===== config.mk =====
export PLATFORM = sky130hd
export DESIGN_NAME = execute
export DESIGN_NICKNAME = d
export VERILOG_FILES = /design/src/rtl/riscv_pkg.sv /design/src/rtl/execute_alu.sv /design/src/rtl/execute.sv
export SDC_FILE = /design/constraint.sdc
export NUM_CORES = 1
export LEC_CHECK = 0
export ABC_CLOCK_PERIOD_IN_PS = 3500
export BUFFER_PORTS_ARGS = -buffer_cell sky130_fd_sc_hd__buf_2
export CAP_MARGIN = 20
export CELL_PAD_IN_SITES_DETAIL_PLACEMENT = 1
export CELL_PAD_IN_SITES_GLOBAL_PLACEMENT = 1
export CORE_ASPECT_RATIO = 0.8
export CORE_MARGIN = 10
export CORE_UTILIZATION = 48
export CTS_BUF_LIST = sky130_fd_sc_hd__clkbuf_8 sky130_fd_sc_hd__clkbuf_16
export DETAILED_ROUTE_END_ITERATION = 6
export PLACE_DENSITY = 0.87
export SETUP_SLACK_MARGIN = 0.2
export SLEW_MARGIN = 30
export SYNTH_ARGS = -nofsm -noshare
export SYNTH_HDL_FRONTEND = slang
export SYNTH_SLANG_ARGS = --single-unit

===== constraint.sdc =====
create_clock -name clk -period 3.5 [get_ports clk]
set_input_delay 0.7 -clock clk [delete_from_list [all_inputs] [get_ports clk]]
set_output_delay 0.7 -clock clk [all_outputs]
set_load 0.01 [all_outputs]

===== src/rtl/riscv_pkg.sv =====
// Shared RV32I constants: data path widths and funct3 encodings for branches and ALU ops.
package riscv_pkg;

    localparam int XLEN      = 32;
    localparam int REG_IDX_W = 5;

    localparam logic [2:0] BEQ  = 3'b000;
    localparam logic [2:0] BNE  = 3'b001;
    localparam logic [2:0] BLT  = 3'b100;
    localparam logic [2:0] BGE  = 3'b101;
    localparam logic [2:0] BLTU = 3'b110;
    localparam logic [2:0] BGEU = 3'b111;

    localparam logic [2:0] ADD_SUB = 3'b000;
    localparam logic [2:0] SLL     = 3'b001;
    localparam logic [2:0] SLT     = 3'b010;
    localparam logic [2:0] SLTU    = 3'b011;
    localparam logic [2:0] XOR     = 3'b100;
    localparam logic [2:0] SRL_SRA = 3'b101;
    localparam logic [2:0] OR      = 3'b110;
    localparam logic [2:0] AND     = 3'b111;

endpackage


===== src/rtl/execute_alu.sv =====
// Combinational RV32I ALU plus the comparator flags shared with branch resolution.
module execute_alu
    import riscv_pkg::*;
(
    input  logic [XLEN-1:0] operand_a,
    input  logic [XLEN-1:0] operand_b,
    input  logic [2:0]      func3,
    input  logic            func7,
    input  logic            is_reg,
    output logic [XLEN-1:0] alu_result,
    output logic            eq,
    output logic            lt,
    output logic            ltu
);

    logic [4:0] shamt;

    assign shamt = operand_b[4:0];
    assign eq    = (operand_a == operand_b);
    assign lt    = ($signed(operand_a) < $signed(operand_b));
    assign ltu   = (operand_a < operand_b);

    always_comb begin
        alu_result = '0;
        case (func3)
            // Immediate forms reuse bit 30 as immediate data, so only OP may subtract.
            ADD_SUB: alu_result = (func7 && is_reg) ? operand_a - operand_b
                                                    : operand_a + operand_b;
            SLL:     alu_result = operand_a << shamt;
            SLT:     alu_result = {{(XLEN-1){1'b0}}, lt};
            SLTU:    alu_result = {{(XLEN-1){1'b0}}, ltu};
            XOR:     alu_result = operand_a ^ operand_b;
            SRL_SRA: alu_result = func7 ? XLEN'($signed(operand_a) >>> shamt)
                                        : operand_a >> shamt;
            OR:      alu_result = operand_a | operand_b;
            AND:     alu_result = operand_a & operand_b;
            default: alu_result = '0;
        endcase
    end

endmodule


===== src/rtl/execute.sv =====
// RV32I execute stage: class muxing, PC arithmetic and the single output register stage.
module execute
    import riscv_pkg::*;
(
    input  logic                 clk,
    input  logic                 reset,
    input  logic                 is_store,
    input  logic                 is_load,
    input  logic                 is_branch,
    input  logic                 is_jump,
    input  logic                 is_reg,
    input  logic                 is_alu,
    input  logic [XLEN-1:0]      operand_a,
    input  logic [XLEN-1:0]      operand_b,
    input  logic [XLEN-1:0]      branch_dest,
    input  logic [REG_IDX_W-1:0] dest_i,
    output logic [REG_IDX_W-1:0] dest_o,
    input  logic [2:0]           func3,
    input  logic                 func7,
    output logic [XLEN-1:0]      result,
    input  logic [XLEN-1:0]      curr_pc,
    output logic [XLEN-1:0]      next_pc
);

    logic [XLEN-1:0]      alu_result;
    logic                 eq, lt, ltu;
    logic                 taken;
    logic [XLEN-1:0]      pc4, ab_sum;
    logic [XLEN-1:0]      result_d, result_q, next_pc_d, next_pc_q;
    logic [REG_IDX_W-1:0] dest_d, dest_q;

    execute_alu u_alu (
        .operand_a  (operand_a),
        .operand_b  (operand_b),
        .func3      (func3),
        .func7      (func7),
        .is_reg     (is_reg),
        .alu_result (alu_result),
        .eq         (eq),
        .lt         (lt),
        .ltu        (ltu)
    );

    assign pc4    = curr_pc + 32'd4;
    assign ab_sum = operand_a + operand_b;

    always_comb begin
        taken = 1'b0;
        case (func3)
            BEQ:     taken = eq;
            BNE:     taken = !eq;
            BLT:     taken = lt;
            BGE:     taken = !lt;
            BLTU:    taken = ltu;
            BGEU:    taken = !ltu;
            default: taken = 1'b0;
        endcase
    end

    always_comb begin
        result_d  = '0;
        dest_d    = '0;
        next_pc_d = pc4;
        if (is_branch) begin
            if (taken) next_pc_d = curr_pc + branch_dest;
        end else if (is_jump) begin
            result_d  = pc4;
            dest_d    = dest_i;
            next_pc_d = is_reg ? {ab_sum[XLEN-1:1], 1'b0} : curr_pc + operand_a;
        end else if (is_load || is_store) begin
            result_d = ab_sum;
            dest_d   = is_load ? dest_i : '0;
        end else if (is_alu) begin
            result_d = alu_result;
            dest_d   = dest_i;
        end
    end

    always_ff @(posedge clk or posedge reset) begin
        if (reset) begin
            result_q  <= '0;
            dest_q    <= '0;
            next_pc_q <= '0;
        end else begin
            result_q  <= result_d;
            dest_q    <= dest_d;
            next_pc_q <= next_pc_d;
        end
    end

    assign result  = result_q;
    assign dest_o  = dest_q;
    assign next_pc = next_pc_q;

endmodule


==> results of run 1 <==
synthesized netlist by cell type, types with 11 or more instances:
master	n	area, um^2
sky130_fd_sc_hd__inv_1	125	469
sky130_fd_sc_hd__o211ai_1	41	308
sky130_fd_sc_hd__a22oi_1	11	82.6
sky130_fd_sc_hd__nor2b_1	19	119
sky130_fd_sc_hd__o31ai_1	16	120
sky130_fd_sc_hd__nor3_1	50	250
sky130_fd_sc_hd__o22ai_1	18	113
sky130_fd_sc_hd__and3_1	14	87.6
sky130_fd_sc_hd__mux2i_1	58	581
sky130_fd_sc_hd__dfrtp_1	69	1730
sky130_fd_sc_hd__o21ai_0	189	946
sky130_fd_sc_hd__a21oi_1	253	1270
sky130_fd_sc_hd__clkbuf_1	93	349
sky130_fd_sc_hd__xnor2_1	92	806
sky130_fd_sc_hd__nand2_1	189	709
sky130_fd_sc_hd__nor2_1	280	1050
sky130_fd_sc_hd__buf_2	26	130
sky130_fd_sc_hd__nand2b_1	21	131
sky130_fd_sc_hd__a211oi_1	43	323
sky130_fd_sc_hd__mux2_2	21	236
sky130_fd_sc_hd__o221ai_1	19	166
sky130_fd_sc_hd__a31oi_1	22	138
sky130_fd_sc_hd__nand3_1	43	215
sky130_fd_sc_hd__and2_1	12	75.1
sky130_fd_sc_hd__mux4_2	46	1040
sky130_fd_sc_hd__a21o_1	36	270
sky130_fd_sc_hd__o21a_1	19	143
sky130_fd_sc_hd__ha_1	160	2000
sky130_fd_sc_hd__buf_1	20	75.1
sky130_fd_sc_hd__nand4_1	19	119
sky130_fd_sc_hd__a221oi_1	32	280
sky130_fd_sc_hd__o21bai_1	20	150
sky130_fd_sc_hd__xor2_1	44	385
metal layers:
layer	GRT overflow	GRT usage, %
met1	0	69.8
met2	16	85.3
met3	1	60.6
met4	23	68.4
met5	0	30.9
logic make-up after synthesis:
logic type	count (synthesis)	synth area share, %
multiplexers	125	11.3
XOR/XNOR	136	7.29
AND/OR/NAND/NOR	692	19.0
AO/OA/AOI/OAI	822	32.2
buffers and inverters	273	6.83
flip-flops	69	10.6
adder cells (fa/ha/maj)	164	12.7
timing repair:
| action | CTS |
|---|---|
| endpoints found under the setup margin | 54 |
| cloned | 3 |
| pin swaps | 65 |
| hold buffers | 0 |
| resized for setup | 172 |
| buffers inserted | 33 |
per-stage QoR:
step / cells / TNS, ns / utilization, % / cell area, um^2 / worst slack, ns
2_1_floorplan: 2281 / -0.297 / - / 16600 / -0.0858
3_3_place_gp: 3203 / -7.16 / 61.6 / 20700 / -0.259
3_5_place_dp: 3203 / -21.88 / 61.6 / 20700 / -0.599
4_1_cts: 3255 / 0 / 65.8 / 22100 / 0.107
==> impl_metrics.sql, run 1 <==
INSERT INTO impl_metrics (metric_group, metric, value, unit) VALUES
('die', 'design.portCount', '214', ''),
('synth', 'netlist_instances', '2281', ''),
('status', 'run_status', 'stopped before the end', ''),
('clock_tree', 'clock_path_buffers', '2', ''),
('synth', 'flip_flop_cell_with_the_highest_count_after_synthesis', 'sky130_fd_sc_hd__dfrtp_1', ''),
('placement', 'gp_congestion', '1.12', ''),
('placement', 'buffer_ports.inserted', '213', ''),
('global_routing', 'first_global_vias', '30800', ''),
('synth', 'async_set_reset_flop_share_out_of_synthesis', '100', '%'),
('global_routing', 'grt_util_all_layers', '71.0', '%'),
('global_routing', 'largest_net_degree_at_the_start_of_global_routing', '72', ''),
('placement', 'dp_hpwl', '77400', 'um'),
('synth', 'post_synthesis_area_per_instance', '7.16', 'um^2'),
('clock_tree', 'ctsRootBufferMaster', 'sky130_fd_sc_hd__clkbuf_16', ''),
('die', 'die-width', '226', 'um'),
('die', 'num_rows', '60', ''),
('die', 'die_ht', '185', 'um'),
('clock_tree', 'clock_sink_count', '69', ''),
('status', 'outcome.stop_stage', 'global routing', ''),
('synth', 'synth.lib_cells_used.distinct', '89', ''),
('clock_tree', 'clock_buffers_created_by_tritoncts', '9', ''),
('synth', 'synth_fp_nets', '2590', ''),
('synth', 'yosys_register_bits', '69', ''),
('global_routing', 'grt_first_pass_wirelength', '220000', 'um'),
('synth', 'synth_area', '16300', 'um^2'),
('status', 'tool.error', '[ERROR GRT-0116] Global routing finished with congestion. Check the congestion regions in the DRC Viewer.', ''),
('clock_tree', 'clock_tree.htree_level_count', '3', ''),
('synth', 'synth-edff-count', '0', ''),
('synth', 'seq_area_frac_synth', '10.6', '%'),
('die', 'effective_utilization_at_floorplan', '48.6', '%'),
('synth', 'synthesis.yosys.warnings', '0', ''),
('global_routing', 'overall_overflow_remaining_after_global_route', '40', '');
==> inputs of run 2 (changes only) <==
==> config.mk (replaced) <==
export PLATFORM = sky130hd
export DESIGN_NAME = execute
export DESIGN_NICKNAME = d
export VERILOG_FILES = /design/src/rtl/riscv_pkg.sv /design/src/rtl/execute_alu.sv /design/src/rtl/execute.sv
export SDC_FILE = /design/constraint.sdc
export NUM_CORES = 1
export LEC_CHECK = 0
export ABC_CLOCK_PERIOD_IN_PS = 3500
export BUFFER_PORTS_ARGS = -buffer_cell sky130_fd_sc_hd__buf_2
export CAP_MARGIN = 20
export CORE_MARGIN = 10
export CORE_UTILIZATION = 35
export DETAILED_ROUTE_END_ITERATION = 6
export PLACE_DENSITY_LB_ADDON = 0.15
export SLEW_MARGIN = 30
export SYNTH_ARGS = -nofsm -noshare
export SYNTH_HDL_FRONTEND = slang
export SYNTH_SLANG_ARGS = --single-unit
==> run 2 against run 1 <==
Compared with the run above: synthesized cell count unchanged; the flow now finishes without violations; synthesized area unchanged.
==> impl_metrics.sql, run 2 <==
INSERT INTO impl_metrics (metric_group, metric, value, unit) VALUES
('status', 'run_status', 'complete, no violations', ''),
('clock_tree', 'ctsRootBufferMaster', 'sky130_fd_sc_hd__clkbuf_16', ''),
('clock_tree', 'clock_path_buffers', '2', ''),
('global_routing', 'grt_first_pass_wirelength', '129000', 'um'),
('critical_path', 'critPathRequiredTime', '3.80', 'ns'),
('power_and_ir_drop', 'power.share.sequential', '15.4', '%'),
('global_routing', 'grt_antenna_before_repair', '1', ''),
('synth', 'netlist.area_leader.share', '12.3', '%'),
('timing', 'layout_setup_ws', '0.0485', 'ns'),
('critical_path', 'timing.critical_path.fanout_max', '3', ''),
('global_routing', 'grt_util_all_layers', '30.1', '%'),
('synth', 'synth_most_common_cell', 'sky130_fd_sc_hd__nor2_1', ''),
('synth', 'synth.top_cells.by_area', 'sky130_fd_sc_hd__ha_1 (12%), sky130_fd_sc_hd__dfrtp_1 (11%), sky130_fd_sc_hd__a21oi_1 (7.8%), sky130_fd_sc_hd__nor2_1 (6.4%), sky130_fd_sc_hd__mux4_2 (6.3%)', ''),
('finish', 'layout-drive-gt1-share', '33.7', '%'),
('die', 'die_ht', '236', 'um'),
('power_and_ir_drop', 'power.density', '267', 'nW/um^2'),
('route', 'drt-pass1-iter-count', '7', ''),
('die', 'design.portCount', '214', ''),
('route', 'antenna_violating_nets_post_route', '0', ''),
('clock_tree', 'cts_hold_buf', '0', ''),
('critical_path', 'setup.worst_path.end_class', 'register', ''),
('synth', 'synthesis.yosys.warnings', '0', ''),
('clock_tree', 'cts_tree', 'built', ''),
('die', 'num_rows', '79', ''),
('synth', 'yosys_register_bits', '69', ''),
('timing', 'setup-violations-final', '0', ''),
('synth', 'seq_area_frac_synth', '10.6', '%'),
('clock_tree', 'clock_tree.htree_level_count', '3', ''),
('finish', 'mostFrequentLayoutCells', 'sky130_fd_sc_hd__buf_4 (589), sky130_fd_sc_hd__nor2_1 (278), sky130_fd_sc_hd__a21oi_1 (242)', ''),
('placement', 'dp_hpwl', '73500', 'um'),
('die', 'effective_utilization_at_floorplan', '35.2', '%'),
('route', 'detail_route.wirelength', '88600', 'um'),
('die', 'die-width', '236', 'um'),
('job', 'timing.max_cap.violations', '0', ''),
('critical_path', 'crit_type', 'primary input to register', ''),
('min_path', 'holdCritPathClass', 'primary input to asynchronous set/reset pin', ''),
('power_and_ir_drop', 'internal_pwr_total', '3360', 'uW'),
('synth', 'post_synthesis_area_per_instance', '7.16', 'um^2'),
('timing', 'timing_max_transition_violations_final', '0', ''),
('synth', 'mux_contribution_to_synthesized_area', '11.3', '%'),
('global_routing', 'overall_overflow_remaining_after_global_route', '0', ''),
('power_and_ir_drop', 'netSwitchingPower', '2780', 'uW'),
('synth', 'ys_top_cells_by_count', 'sky130_fd_sc_hd__nor2_1 (280), sky130_fd_sc_hd__a21oi_1 (253), sky130_fd_sc_hd__nand2_1 (189), sky130_fd_sc_hd__o21ai_0 (189), sky130_fd_sc_hd__ha_1 (160)', ''),
('synth', 'dominant_combinational_cell_family_by_area_after_synthesis', 'compound AO/OA/AOI/OAI gates', ''),
('synth', 'synthXorXnorAreaFrac', '7.29', '%'),
('route', 'drt-wirelength-per-cell', '24.8', 'um'),
('global_routing', 'first_global_vias', '20300', ''),
('finish', 'final_common_cell', 'sky130_fd_sc_hd__buf_4', ''),
('route', 'routed_via_density', '5.83', ''),
('synth', 'synth_compound_area_share', '32.2', '%'),
('route', 'via_count', '20800', ''),
('clock_tree', 'clock_sink_count', '69', ''),
('route', 'drt_iter0_drc', '1752', ''),
('clock_tree', 'clock_buffers_created_by_tritoncts', '9', ''),
('power_and_ir_drop', 'vdd.ir_drop.worst', '214', 'uV'),
('die', 'fp.dieArea', '55700', 'um^2'),
('placement', 'buffer_ports.inserted', '213', ''),
('critical_path', 'worstPathArrival', '3.76', 'ns'),
('critical_path', 'startpoint_types', 'primary input', ''),
('timing', 'fmaxAchievable', '0.290', 'GHz'),
('timing', 'setup_tns', '0', 'ns'),
('synth', 'synth_fp_nets', '2590', ''),
('placement', 'dp_slack', '-0.835', 'ns'),
('synth', 'synth-edff-count', '0', ''),
('finish', 'synthToLayoutAreaGrowth', '40.7', '%'),
('timing', 'finalCritPeriodShare', '98.6', '%'),
('power_and_ir_drop', 'power.share.combinational', '67.3', '%'),
('synth', 'synth_area', '16300', 'um^2'),
('timing', 'worst-slew-pin-transition', '1.01', 'ns'),
('clock_tree', 'reg_clk_slew_reported_paths', '0.07', 'ns'),
('placement', 'dpl-instance-area', '22100', 'um^2'),
('timing', 'relSlewSlack', '32.0', '%'),
('die', 'design.core.area', '46400', 'um^2'),
('finish', 'post-route-cell-area', '23000', 'um^2'),
('finish', 'antenna-diode-count', '0', ''),
('timing', 'final_period_minus_worst_setup_slack', '3.45', 'ns'),
('global_routing', 'largest_net_degree_at_the_start_of_global_routing', '72', ''),
('synth', 'adder_cell_fraction_of_synth_area', '12.7', '%'),
('power_and_ir_drop', 'switching_share', '45.3', '%'),
('synth', 'yosys.area_share.simple', '19.0', '%'),
('timing', 'grt_setup_unrepaired', 'yes', ''),
('power_and_ir_drop', 'p_leak', '0.0107', 'uW'),
('timing', 'final.hold.worst_slack', '0.465', 'ns'),
('synth', 'flip_flop_cell_with_the_highest_count_after_synthesis', 'sky130_fd_sc_hd__dfrtp_1', ''),
('synth', 'synth.lib_cells_used.distinct', '89', ''),
('timing', 'final_hold_viol_count', '0', ''),
('power_and_ir_drop', 'power.clock.fraction', '17.3', '%'),
('finish', 'final_net_count', '3265', ''),
('synth', 'synthDominantAreaCellType', 'sky130_fd_sc_hd__ha_1', ''),
('synth', 'netlist_instances', '2281', ''),
('synth', 'async_set_reset_flop_share_out_of_synthesis', '100', '%'),
('placement', 'gp_congestion', '1.02', ''),
('route', 'drc_errors', '0', '');
## run 2: cell counts after synthesis
No cell type changed its count.
## run 2: final timing paths
kind | startpoint | to | slack, ns | cells past startpoint
max | operand_b[0] | result[18] | 0.05 | 15
min in group clk | dest_i[2] | dest_o[2] | 0.54 | 2
min | reset | result[6] | 0.46 | 2
max in group asynchronous | reset | next_pc[28] | 2.32 | 3
## run 2: cell families after synthesis
group / after synthesis
compound gates: 822
simple gates: 692
buf+inv: 273
fa+ha+maj: 164
xor+xnor: 136
mux: 125
flops: 69
## run 2: metal layers
metal	wire [um]	vias up	track usage, %
li1	-	9755	-
met1	38100	10100	38.5
met2	39900	810	47.9
met3	6150	174	6.10
met4	4400	4	13.2
met5	42	-	0.712
## run 2: critical path, cell delays in order
cell                       delay (ns)
sky130_fd_sc_hd__buf_4           0.12
sky130_fd_sc_hd__ha_4            0.14
sky130_fd_sc_hd__fa_2            0.21
sky130_fd_sc_hd__a211oi_2        0.07
sky130_fd_sc_hd__buf_4           0.15
sky130_fd_sc_hd__o211ai_1        0.33
sky130_fd_sc_hd__nand2_2         0.17
sky130_fd_sc_hd__o41ai_4         0.51
sky130_fd_sc_hd__o22ai_1         0.17
sky130_fd_sc_hd__nor2_1          0.16
sky130_fd_sc_hd__nor2_1          0.08
sky130_fd_sc_hd__xnor2_1         0.14
sky130_fd_sc_hd__a221oi_2        0.41
sky130_fd_sc_hd__buf_4           0.18
sky130_fd_sc_hd__o221a_2         0.21
## run 2: final cells by class
class	instances	area [um^2]
clock buffer	10	229
fill	4774	23400
sequential	69	1730
inverter	126	493
tap	607	759
timing repair buffer	811	5690
clock inverter	6	95.1
multi-input combinational	1939	14000
## run 2: power by group through the flow
stage	registers, uW	logic, uW	clock network (uW)
floorplan	989	2020	0
global placement	960	3940	0
finish	943	4140	1060
CTS	943	4000	1090
detailed placement	954	3940	0
global route	948	4430	1110
## run 2: repair_timing
item,4_1_cts,5_1_grt
gates resized for setup,24,77
pin swaps,15,34
endpoints found under the setup margin,31,41
setup buffers,2,8
## run 2: per-stage QoR
step / std cells / power [uW] / util (%)
finish: 3568 / 6140 / 49.6
global route: 3568 / 6490 / 49.6
CTS: 3560 / 6030 / 48.7
detailed placement: 3543 / 4900 / 47.8
global placement: 3543 / 4900 / 47.8
floorplan: 2281 / 3000 / -
(Power assumes the default switching activity.)
==> inputs of run 3 (changes only) <==
==> constraint.sdc (replaced) <==
create_clock -name clk -period 3.5 [get_ports clk]
set_input_delay 0.525 -clock clk [delete_from_list [all_inputs] [get_ports clk]]
set_output_delay 0.525 -clock clk [all_outputs]
set_load 0.01 [all_outputs]
==> run 3 against run 2 <==
Compared with the run above: the run now ends with DRC left; global-route usage is 0.20 points higher; clock-buffer cell count is 2 higher; die area stayed put; highest routed layer unchanged; utilization is 3.1 points lower.
==> impl_metrics.sql, run 3 (same netlist as run 2, synthesis figures left out) <==
INSERT INTO impl_metrics (metric_group, metric, value, unit) VALUES
('finish', 'synthToLayoutAreaGrowth', '32.0', '%'),
('route', 'drt-pass1-iter-count', '7', ''),
('route', 'drt-wirelength-per-cell', '25.6', 'um'),
('power_and_ir_drop', 'p_leak', '0.0100', 'uW'),
('clock_tree', 'cts_tree', 'built', ''),
('critical_path', 'cp.buffers_inverters', '4', ''),
('critical_path', 'worstPathArrival', '3.64', 'ns'),
('route', 'wl_met3', '6130', 'um'),
('placement', 'buffer_ports.inserted', '213', ''),
('die', 'num_rows', '79', ''),
('placement', 'dpl-instance-area', '21200', 'um^2'),
('timing', 'final_hold_viol_count', '0', ''),
('timing', 'setup-violations-final', '0', ''),
('finish', 'final_net_count', '3139', ''),
('global_routing', 'largest_net_degree_at_the_start_of_global_routing', '77', ''),
('critical_path', 'cp_slowest_cell', 'sky130_fd_sc_hd__a221oi_1', ''),
('route', 'drt-met1-wl', '38300', 'um'),
('power_and_ir_drop', 'power.share.sequential', '16.3', '%'),
('critical_path', 'timing.critical_path.mode_cell', 'sky130_fd_sc_hd__buf_4', ''),
('route', 'antenna_violating_nets_post_route', '0', ''),
('global_routing', 'first_global_vias', '20000', ''),
('route', 'routed-wl-met2', '41100', 'um'),
('status', 'run_status', 'finished, violations left', ''),
('placement', 'placed_cells', '3424', ''),
('die', 'design.core.area', '46400', 'um^2'),
('clock_tree', 'clock_sink_count', '69', ''),
('critical_path', 'crit_type', 'primary input to register', ''),
('power_and_ir_drop', 'netSwitchingPower', '2680', 'uW'),
('critical_path', 'max_stage_delay', '0.55', 'ns'),
('finish', 'final_common_cell', 'sky130_fd_sc_hd__buf_4', ''),
('power_and_ir_drop', 'switching_share', '46.8', '%'),
('route', 'drt_iter0_drc', '2087', ''),
('timing', 'timing_max_transition_violations_final', '0', ''),
('critical_path', 'timing.critical_path.max_delay_family', 'compound AO/OA/AOI/OAI gates', ''),
('global_routing', 'overall_overflow_remaining_after_global_route', '0', ''),
('critical_path', 'startpoint_types', 'primary input', ''),
('critical_path', 'setup.worst_path.end_class', 'register', ''),
('critical_path', 'timing.critical_path.fanout_max', '8', ''),
('die', 'design.portCount', '214', ''),
('clock_tree', 'clock_buffers_created_by_tritoncts', '9', ''),
('power_and_ir_drop', 'vdd.ir_drop.worst', '218', 'uV'),
('critical_path', 'critPathRequiredTime', '3.72', 'ns'),
('job', 'timing.max_cap.violations', '0', ''),
('global_routing', 'grt_util_all_layers', '30.3', '%'),
('placement', 'dp_hpwl', '73300', 'um'),
('timing', 'grt_setup_unrepaired', 'yes', ''),
('power_and_ir_drop', 'power.density', '266', 'nW/um^2'),
('die', 'die-width', '236', 'um'),
('finish', 'postLayoutCoreUtil', '46.5', '%'),
('die', 'effective_utilization_at_floorplan', '35.2', '%'),
('clock_tree', 'clock_path_buffers', '2', ''),
('placement', 'gp_congestion', '0.969', ''),
('route', 'dr.max_layer_used', 'met5', ''),
('timing', 'setup_tns', '0', 'ns'),
('critical_path', 'crit_path_cell_trace', 'buf_2 > inv_1 > ha_1 > buf_4 > or2_1 > a211oi_4 > o22a_2 > nand4_4 > a211oi_2 > nor2_1 > buf_4 > xnor2_1 > o311ai_1 > a221oi_1 > nor3_1', ''),
('route', 'via_count', '20400', ''),
('timing', 'relSlewSlack', '46.5', '%'),
('finish', 'mostFrequentLayoutCells', 'sky130_fd_sc_hd__buf_4 (466), sky130_fd_sc_hd__nor2_1 (280), sky130_fd_sc_hd__a21oi_1 (253)', ''),
('critical_path', 'timing.critical_path.depth', '15', ''),
('finish', 'layout-drive-gt1-share', '28.6', '%'),
('route', 'drc_errors', '4', ''),
('finish', 'antenna-diode-count', '0', ''),
('global_routing', 'grt_first_pass_wirelength', '131000', 'um'),
('die', 'die_ht', '236', 'um'),
('finish', 'post-route-cell-area', '21600', 'um^2'),
('die', 'fp.dieArea', '55700', 'um^2'),
('power_and_ir_drop', 'internal_pwr_total', '3050', 'uW'),
('finish', 'layout.cells.non_filler', '3442', ''),
('route', 'routed_via_density', '5.93', ''),
('power_and_ir_drop', 'power.clock.fraction', '15.8', '%'),
('clock_tree', 'reg_clk_slew_reported_paths', '0.06', 'ns'),
('global_routing', 'grt_antenna_before_repair', '1', ''),
('clock_tree', 'ctsRootBufferMaster', 'sky130_fd_sc_hd__clkbuf_16', ''),
('min_path', 'holdCritPathClass', 'primary input to asynchronous set/reset pin', ''),
('clock_tree', 'clock_tree.htree_level_count', '3', ''),
('timing', 'fmaxAchievable', '0.292', 'GHz'),
('timing', 'finalCritPeriodShare', '97.9', '%'),
('route', 'detail_route.wirelength', '88200', 'um'),
('power_and_ir_drop', 'power.share.combinational', '67.9', '%'),
('timing', 'final_period_minus_worst_setup_slack', '3.43', 'ns'),
('timing', 'worst-slew-pin-transition', '0.803', 'ns'),
('status', 'failed_checks', 'DRC', '');
-- run 3: changes by cell type in the layout (fill, tap and decap cells not counted), moves of 10 or more --
cell and change:
sky130_fd_sc_hd__a21oi_2 -10, sky130_fd_sc_hd__o21ai_1 -11, sky130_fd_sc_hd__o21ai_0 +12, sky130_fd_sc_hd__ha_1 +13, sky130_fd_sc_hd__a21oi_1 +11, sky130_fd_sc_hd__buf_4 -123
-- run 3: what timing repair did --
action,in CTS,in global routing
pin swaps,0,5
hold endpoints to repair,0,0
hold buffers,0,0
endpoints found under the setup margin,1,41
setup buffers,0,2
resized for setup,1,18
-- run 3: path summary, 6_finish.rpt --
check                              from         end  slack [ns]
setup / recovery           operand_a[5]   result[0]        0.07
hold / removal                    reset   dest_o[0]        0.21
max in group asynchronous         reset  result[28]        2.60
min in group clk              dest_i[3]   dest_o[3]        0.35
-- run 3: cell type report --
cell class / count / area [um^2]
Clock buffer: 12 / 246
Clock inverter: 4 / 23.8
Fill cell: 4819 / 24800
Inverter: 126 / 490
Multi-Input combinational cell: 1939 / 13600
Sequential cell: 69 / 1730
Tap cell: 607 / 759
Timing Repair Buffer: 685 / 4700
-- run 3: metrics by stage --
step                      setup WS (ns)  hold slack, ns  total power (uW)
after global routing           0.000134           0.248              6070
final                            0.0744           0.211              5730
after detailed placement         -0.403           0.624              4730
after CTS                        0.0714           0.215              5670
after global placement           -0.359           0.730              4730
after floorplan                 0.00357           0.637              2990
-- run 3: per-layer routing --
| metal | vias up | global-route usage [%] |
|---|---|---|
| li1 | 9508 | - |
| met1 | 9888 | 40.1 |
| met4 | 2 | 9.34 |
| met3 | 110 | 4.44 |
| met2 | 895 | 49.8 |
| met5 | - | 0 |
-- run 3: power by group through the flow --
stage	sequential (uW)	clock (uW)	combinational, uW
6_report	937	904	3890
5_1_grt	944	948	4180
4_1_cts	937	926	3810
3_5_place_dp	950	0	3780
3_3_place_gp	953	0	3780
2_1_floorplan	989	0	2000
